[src/rtl/rca_seq_pkg.sv]
// Shared types and defaults for the multi-precision add sequencer.
//   state_t        : sequencer FSM states (IDLE, RUN, DONE)
//   DEF_SLICE_W    : default width of the combinational adder slice
//   DEF_NUM_SLICES : default number of slices per operation
//   full_add()     : one full-adder cell, returns {carry_out, sum}
package rca_seq_pkg;

    typedef enum logic [1:0] {
        IDLE = 2'd0,
        RUN  = 2'd1,
        DONE = 2'd2
    } state_t;

    localparam int unsigned DEF_SLICE_W    = 8;
    localparam int unsigned DEF_NUM_SLICES = 4;

    function automatic logic [1:0] full_add(input logic a, input logic b, input logic c);
        logic s;
        logic co;
        s  = a ^ b ^ c;
        co = (a & b) | (c & (a ^ b));
        return {co, s};
    endfunction

endpackage

[src/rtl/rca_slice.sv]
// Combinational SLICE_W-bit ripple-carry adder built from full-adder cells.
// Ports:
//   a, b  in  SLICE_W  addends
//   cin   in  1        carry into bit 0
//   sum   out SLICE_W  a + b + cin (low SLICE_W bits)
//   cout  out 1        carry out of the top bit
module rca_slice
    import rca_seq_pkg::*;
#(
    parameter int unsigned SLICE_W = DEF_SLICE_W
) (
    input  logic [SLICE_W-1:0] a,
    input  logic [SLICE_W-1:0] b,
    input  logic               cin,
    output logic [SLICE_W-1:0] sum,
    output logic               cout
);

    logic [SLICE_W:0] carry;
    logic [1:0]       fa;

    always_comb begin
        carry    = '0;
        sum      = '0;
        fa       = '0;
        carry[0] = cin;
        for (int unsigned i = 0; i < SLICE_W; i++) begin
            fa         = full_add(a[i], b[i], carry[i]);
            sum[i]     = fa[0];
            carry[i+1] = fa[1];
        end
        cout = carry[SLICE_W];
    end

endmodule

[src/rtl/rca_mp_sequencer.sv]
// Multi-precision add sequencer: one W-bit add (W = SLICE_W*NUM_SLICES) performed
// by a single SLICE_W-bit ripple-carry slice, one slice per clock, LS slice first,
// with the carry registered between slices.
// Optional feature: define RCA_SEQ_SUB_EN to add the op_sub port (subtract a - b).
// Ports:
//   clk        in   1  rising-edge clock
//   rst_n      in   1  asynchronous active-low reset
//   in_valid   in   1  operands valid
//   in_ready   out  1  idle, can accept operands
//   op_a/op_b  in   W  operands
//   op_cin     in   1  carry into slice 0
//   op_sub     in   1  subtract request (RCA_SEQ_SUB_EN only)
//   out_valid  out  1  result valid, held until out_ready
//   out_ready  in   1  consumer accepts result
//   result     out  W  registered sum / difference
//   cout       out  1  registered carry out of the top slice
//   busy       out  1  operation in progress or result pending
module rca_mp_sequencer
    import rca_seq_pkg::*;
#(
    parameter int unsigned SLICE_W    = DEF_SLICE_W,
    parameter int unsigned NUM_SLICES = DEF_NUM_SLICES
) (
    input  logic                          clk,
    input  logic                          rst_n,
    input  logic                          in_valid,
    output logic                          in_ready,
    input  logic [SLICE_W*NUM_SLICES-1:0] op_a,
    input  logic [SLICE_W*NUM_SLICES-1:0] op_b,
    input  logic                          op_cin,
`ifdef RCA_SEQ_SUB_EN
    input  logic                          op_sub,
`endif
    output logic                          out_valid,
    input  logic                          out_ready,
    output logic [SLICE_W*NUM_SLICES-1:0] result,
    output logic                          cout,
    output logic                          busy
);

    localparam int unsigned W     = SLICE_W * NUM_SLICES;
    localparam int unsigned IDX_W = (NUM_SLICES > 1) ? $clog2(NUM_SLICES) : 1;
    localparam logic [IDX_W-1:0] LAST_IDX = IDX_W'(NUM_SLICES - 1);

    state_t             state_q;
    state_t             state_d;
    logic [IDX_W-1:0]   slice_idx;
    logic               carry_q;
    logic [W-1:0]       a_q;
    logic [W-1:0]       b_q;
    logic [W-1:0]       result_q;
    logic               cout_q;
    logic               accept;
    logic               init_carry;
    logic [W-1:0]       b_eff;
    logic [SLICE_W-1:0] a_sl;
    logic [SLICE_W-1:0] b_sl;
    logic [SLICE_W-1:0] sl_sum;
    logic               sl_cout;

    assign accept = in_valid && (state_q == IDLE);

`ifdef RCA_SEQ_SUB_EN
    logic sub_q;
    // Subtraction as a + ~b + 1: invert B per slice, force carry-in to 1.
    assign init_carry = op_sub ? 1'b1 : op_cin;
    assign b_eff      = sub_q ? ~b_q : b_q;
`else
    assign init_carry = op_cin;
    assign b_eff      = b_q;
`endif

    // Select the operand slice addressed by slice_idx.
    always_comb begin
        a_sl = '0;
        b_sl = '0;
        for (int unsigned k = 0; k < NUM_SLICES; k++) begin
            if (slice_idx == IDX_W'(k)) begin
                a_sl = a_q[k*SLICE_W +: SLICE_W];
                b_sl = b_eff[k*SLICE_W +: SLICE_W];
            end
        end
    end

    rca_slice #(.SLICE_W(SLICE_W)) u_slice (
        .a    (a_sl),
        .b    (b_sl),
        .cin  (carry_q),
        .sum  (sl_sum),
        .cout (sl_cout)
    );

    always_ff @(posedge clk or negedge rst_n) begin
        if (!rst_n) begin
            state_q <= IDLE;
        end else begin
            state_q <= state_d;
        end
    end

    always_comb begin
        state_d = state_q;
        case (state_q)
            IDLE:    if (accept) state_d = RUN;
            RUN:     if (slice_idx == LAST_IDX) state_d = DONE;
            DONE:    if (out_ready) state_d = IDLE;
            default: state_d = IDLE;
        endcase
    end

    always_ff @(posedge clk or negedge rst_n) begin
        if (!rst_n) begin
            slice_idx <= '0;
            carry_q   <= 1'b0;
            a_q       <= '0;
            b_q       <= '0;
            result_q  <= '0;
            cout_q    <= 1'b0;
`ifdef RCA_SEQ_SUB_EN
            sub_q     <= 1'b0;
`endif
        end else if (accept) begin
            a_q       <= op_a;
            b_q       <= op_b;
            slice_idx <= '0;
            carry_q   <= init_carry;
`ifdef RCA_SEQ_SUB_EN
            sub_q     <= op_sub;
`endif
        end else if (state_q == RUN) begin
            for (int unsigned k = 0; k < NUM_SLICES; k++) begin
                if (slice_idx == IDX_W'(k)) begin
                    result_q[k*SLICE_W +: SLICE_W] <= sl_sum;
                end
            end
            carry_q <= sl_cout;
            // Index parks on the last slice so it never exceeds NUM_SLICES-1.
            if (slice_idx == LAST_IDX) begin
                cout_q <= sl_cout;
            end else begin
                slice_idx <= slice_idx + 1'b1;
            end
        end
    end

    assign in_ready  = (state_q == IDLE);
    assign out_valid = (state_q == DONE);
    assign busy      = (state_q != IDLE);
    assign result    = result_q;
    assign cout      = cout_q;

endmodule
[config.mk]
export PLATFORM = sky130hd
export DESIGN_NAME = rca_mp_sequencer
export DESIGN_NICKNAME = d
export VERILOG_FILES = /design/src/rtl/rca_seq_pkg.sv /design/src/rtl/rca_slice.sv /design/src/rtl/rca_mp_sequencer.sv
export SDC_FILE = /design/constraint.sdc
export NUM_CORES = 1
export LEC_CHECK = 0
export BUFFER_PORTS_ARGS = -buffer_cell sky130_fd_sc_hd__buf_2
export CAP_MARGIN = 20
export CORE_MARGIN = 2
export CORE_UTILIZATION = 54
export DETAILED_ROUTE_END_ITERATION = 8
export PLACE_DENSITY = 0.77
export SLEW_MARGIN = 20
export SYNTH_ARGS = -nofsm -noshare
export SYNTH_HDL_FRONTEND = slang
export SYNTH_SLANG_ARGS = --single-unit
[constraint.sdc]
create_clock -name clk -period 6.3 [get_ports clk]
set_clock_uncertainty 0.1 [all_clocks]
set_input_delay 0.945 -clock clk [delete_from_list [all_inputs] [get_ports clk]]
set_output_delay 0.945 -clock clk [all_outputs]
set_load 0.03 [all_outputs]
==> metrics.cfg <==
[sta]
timing.hold.ws_ns = 0.381
worstMarginPinSlew_ns = 1.09
clock.fmax_mhz = 193
tns_ns = 0
period_share = 0.821
max-slew-margin-rel = 0.273
setup_slack_ns = 1.12
finalHoldViolCount = 0
final_max_slew_viol_count = 0
rsz0062_at_grt = no
finalSetupViolations = 0
finalCriticalPeriod_ns = 5.18

[cts]
clock-sinks = 102
cts_buffers = 9
post_cts_buffers = 0
clk_transition_reported_paths_ns = 0.09
root_buffer = clkbuf_8
ctsHtreeMaxLevel = 3
post_cts_resized = 0
cts_buffer_depth = 2
cts_tree = built
clk_latency_ns = 0.36
postCtsHoldBufs = 0

[worst_setup_path]
cp-end-kind = register
crit_fanout = 26
path_cells = inv_1 > ha_1 > nand2_1 > o211ai_1 > o221ai_1 > fa_1 > inv_1 > fa_1 > fa_1 > inv_1 > fa_1 > fa_1 > fa_1 > fa_1 > inv_1 > fa_1 > mux2_2
start_kind = register
max_stage_delay_ns = 0.68
required_ns = 6.44
critPathArrivalTime_ns = 5.32
worst-setup-path-type = reg2reg
cp_slowest_cell = ha_1
crit_top_cell = fa_1

[global_routing]
antenna_found_initial = 0
grt_max_degree = 65
grt_first_pass_wirelength_mm = 15.8
grt-ovfl-total = 0
grt_pass1_vias = 3045
grt_usage = 0.209

[floorplanning]
floorplan.initialDensity = 0.553
io_pins = 105
die_w_um = 98.1
core_area_um2 = 8640
rows = 34
dieArea_um2 = 9610
dieHeight_um = 98.1

[detailed_routing]
wire_per_inst_um = 18.1
wl_mm = 9.85
viasPerCell = 5.59
drt_iter0_drc = 129
drcViolationCount = 0
ant_nets = 0
vias = 3046
drt_first_pass_iters = 4

[synthesis]
ys_warn_count = 0
yosys_most_used_dff = dfrtp_1
synth_cell_type_count = 33
yosys.area.top_type = dfrtp_1
yosysSeqAreaShare = 0.534
synth_area_per_cell_um2 = 14.1
netlist_instances = 338
synth_top_area_frac = 0.534
synthArstFlopShare = 1.00
synthTopCellsByArea = dfrtp_1, mux2_4, mux2_2
synth_edf_count = 0
ys_ff_latch = 102
syn_area_um2 = 4780
syn-num-nets = 419

[min_path]
hp-class = reg2reg

[layout]
syn2layout_area_growth_pct = 13.6
layout_common_cells = buf_2, dfrtp_1, mux2_4, nand2_1, o21ai_0
final_common_cell = buf_2
nets = 514
drive_gt1_frac = 0.462
antenna_cells = 0

[run]
cap_violations = 0

[pwr]
p_leak_nw = 2.61
power.density_nw_per_um2 = 664
peakVddDrop_mv = 0.255

[place]
pre_cts_ws_ns = 1.21
io_buffers = 104
dp_hpwl_mm = 7.41
gp_congestion = 0.832

[outcome]
outcome = finished clean

==> final timing paths <==
kind,start,slack [ns],cells after the start,end
max in group asynchronous,rst_n,4.53,2,a_q[25]
worst min register to register,result[20],0.38,2,result[20]
min in group asynchronous,rst_n,0.50,1,result[2]
worst max register to register,slice_idx[1],1.12,17,result[31]
worst min-delay path,result[20],0.38,2,result[20]
worst max-delay path,slice_idx[1],1.12,17,result[31]
==> kinds of logic after synthesis <==
| family | after synthesis | share of synthesized area |
|---|---|---|
| buffers and inverters | 33 | 0.0526 |
| DFF | 102 | 0.534 |
| muxes | 77 | 0.229 |
| AOI/OAI and AO/OA | 65 | 0.0898 |
| adders and majority gates | 12 | 0.0440 |
| and+or+nand+nor | 49 | 0.0506 |
==> metrics by stage <==
stage	power (mW)	utilization	std cells	cell area [µm²]
global route	3.85	0.629	545	5430
finish	3.60	0.629	545	5430
detailed placement	3.22	0.607	530	5240
floorplan	2.70	-	338	4780
global placement	3.14	0.607	530	5240
CTS	3.62	0.629	545	5430
==> state kept, by name (all words and copies together), names as in the netlist <==
signal     cells
b_eff         32
slice_idx      2
state_q        2
a_q           32
cout           1
carry_q        1
result        32
==> layer usage <==
layer	global-route usage	share of wire	vias to the layer above
met5	0	0	-
met4	0.0598	0.014	0
met3	0.0365	0.056	15
met2	0.313	0.46	106
met1	0.315	0.47	1528
li1	-	-	1397
==> Yosys cell counts (4+ instances only) <==
library cell,count
clkbuf_1,11
dfrtp_1,102
o211ai_1,4
nor2_1,4
a221o_1,6
mux2_2,17
o22ai_1,7
nand2_1,29
nand3b_1,8
buf_12,7
fa_1,8
a21oi_1,11
ha_1,4
inv_1,10
mux2_4,60
o221ai_1,10
o21ai_0,22
==> critical path, delay by kind of cell, from the launching register on <==
kind / cells / cell delay [ns]
muxes: 1 / 0.29
AOI/OAI and AO/OA: 2 / 0.30
buffers and inverters: 4 / 0.34
and+or+nand+nor: 1 / 0.11
DFF: 1 / 0.43
adders and majority gates: 9 / 3.51
==> power by group <==
group / switching (mW) / leakage, nW / internal (mW)
registers: 0.240 / 1.22 / 0.999
logic: 1.05 / 1.29 / 0.918
clock network: 0.206 / 0.0952 / 0.191
==> cell type report <==
cell class              count  area, µm²
fillers                   660       3210
flip-flops and latches    102       2550
multi-input cells         203       1970
repair buffers            106        538
clock buffers              11        141
well taps                 108        135
clock inverters             4       47.5
inverters                  11       41.3
Note: power is estimated with default switching activity, not from simulation.
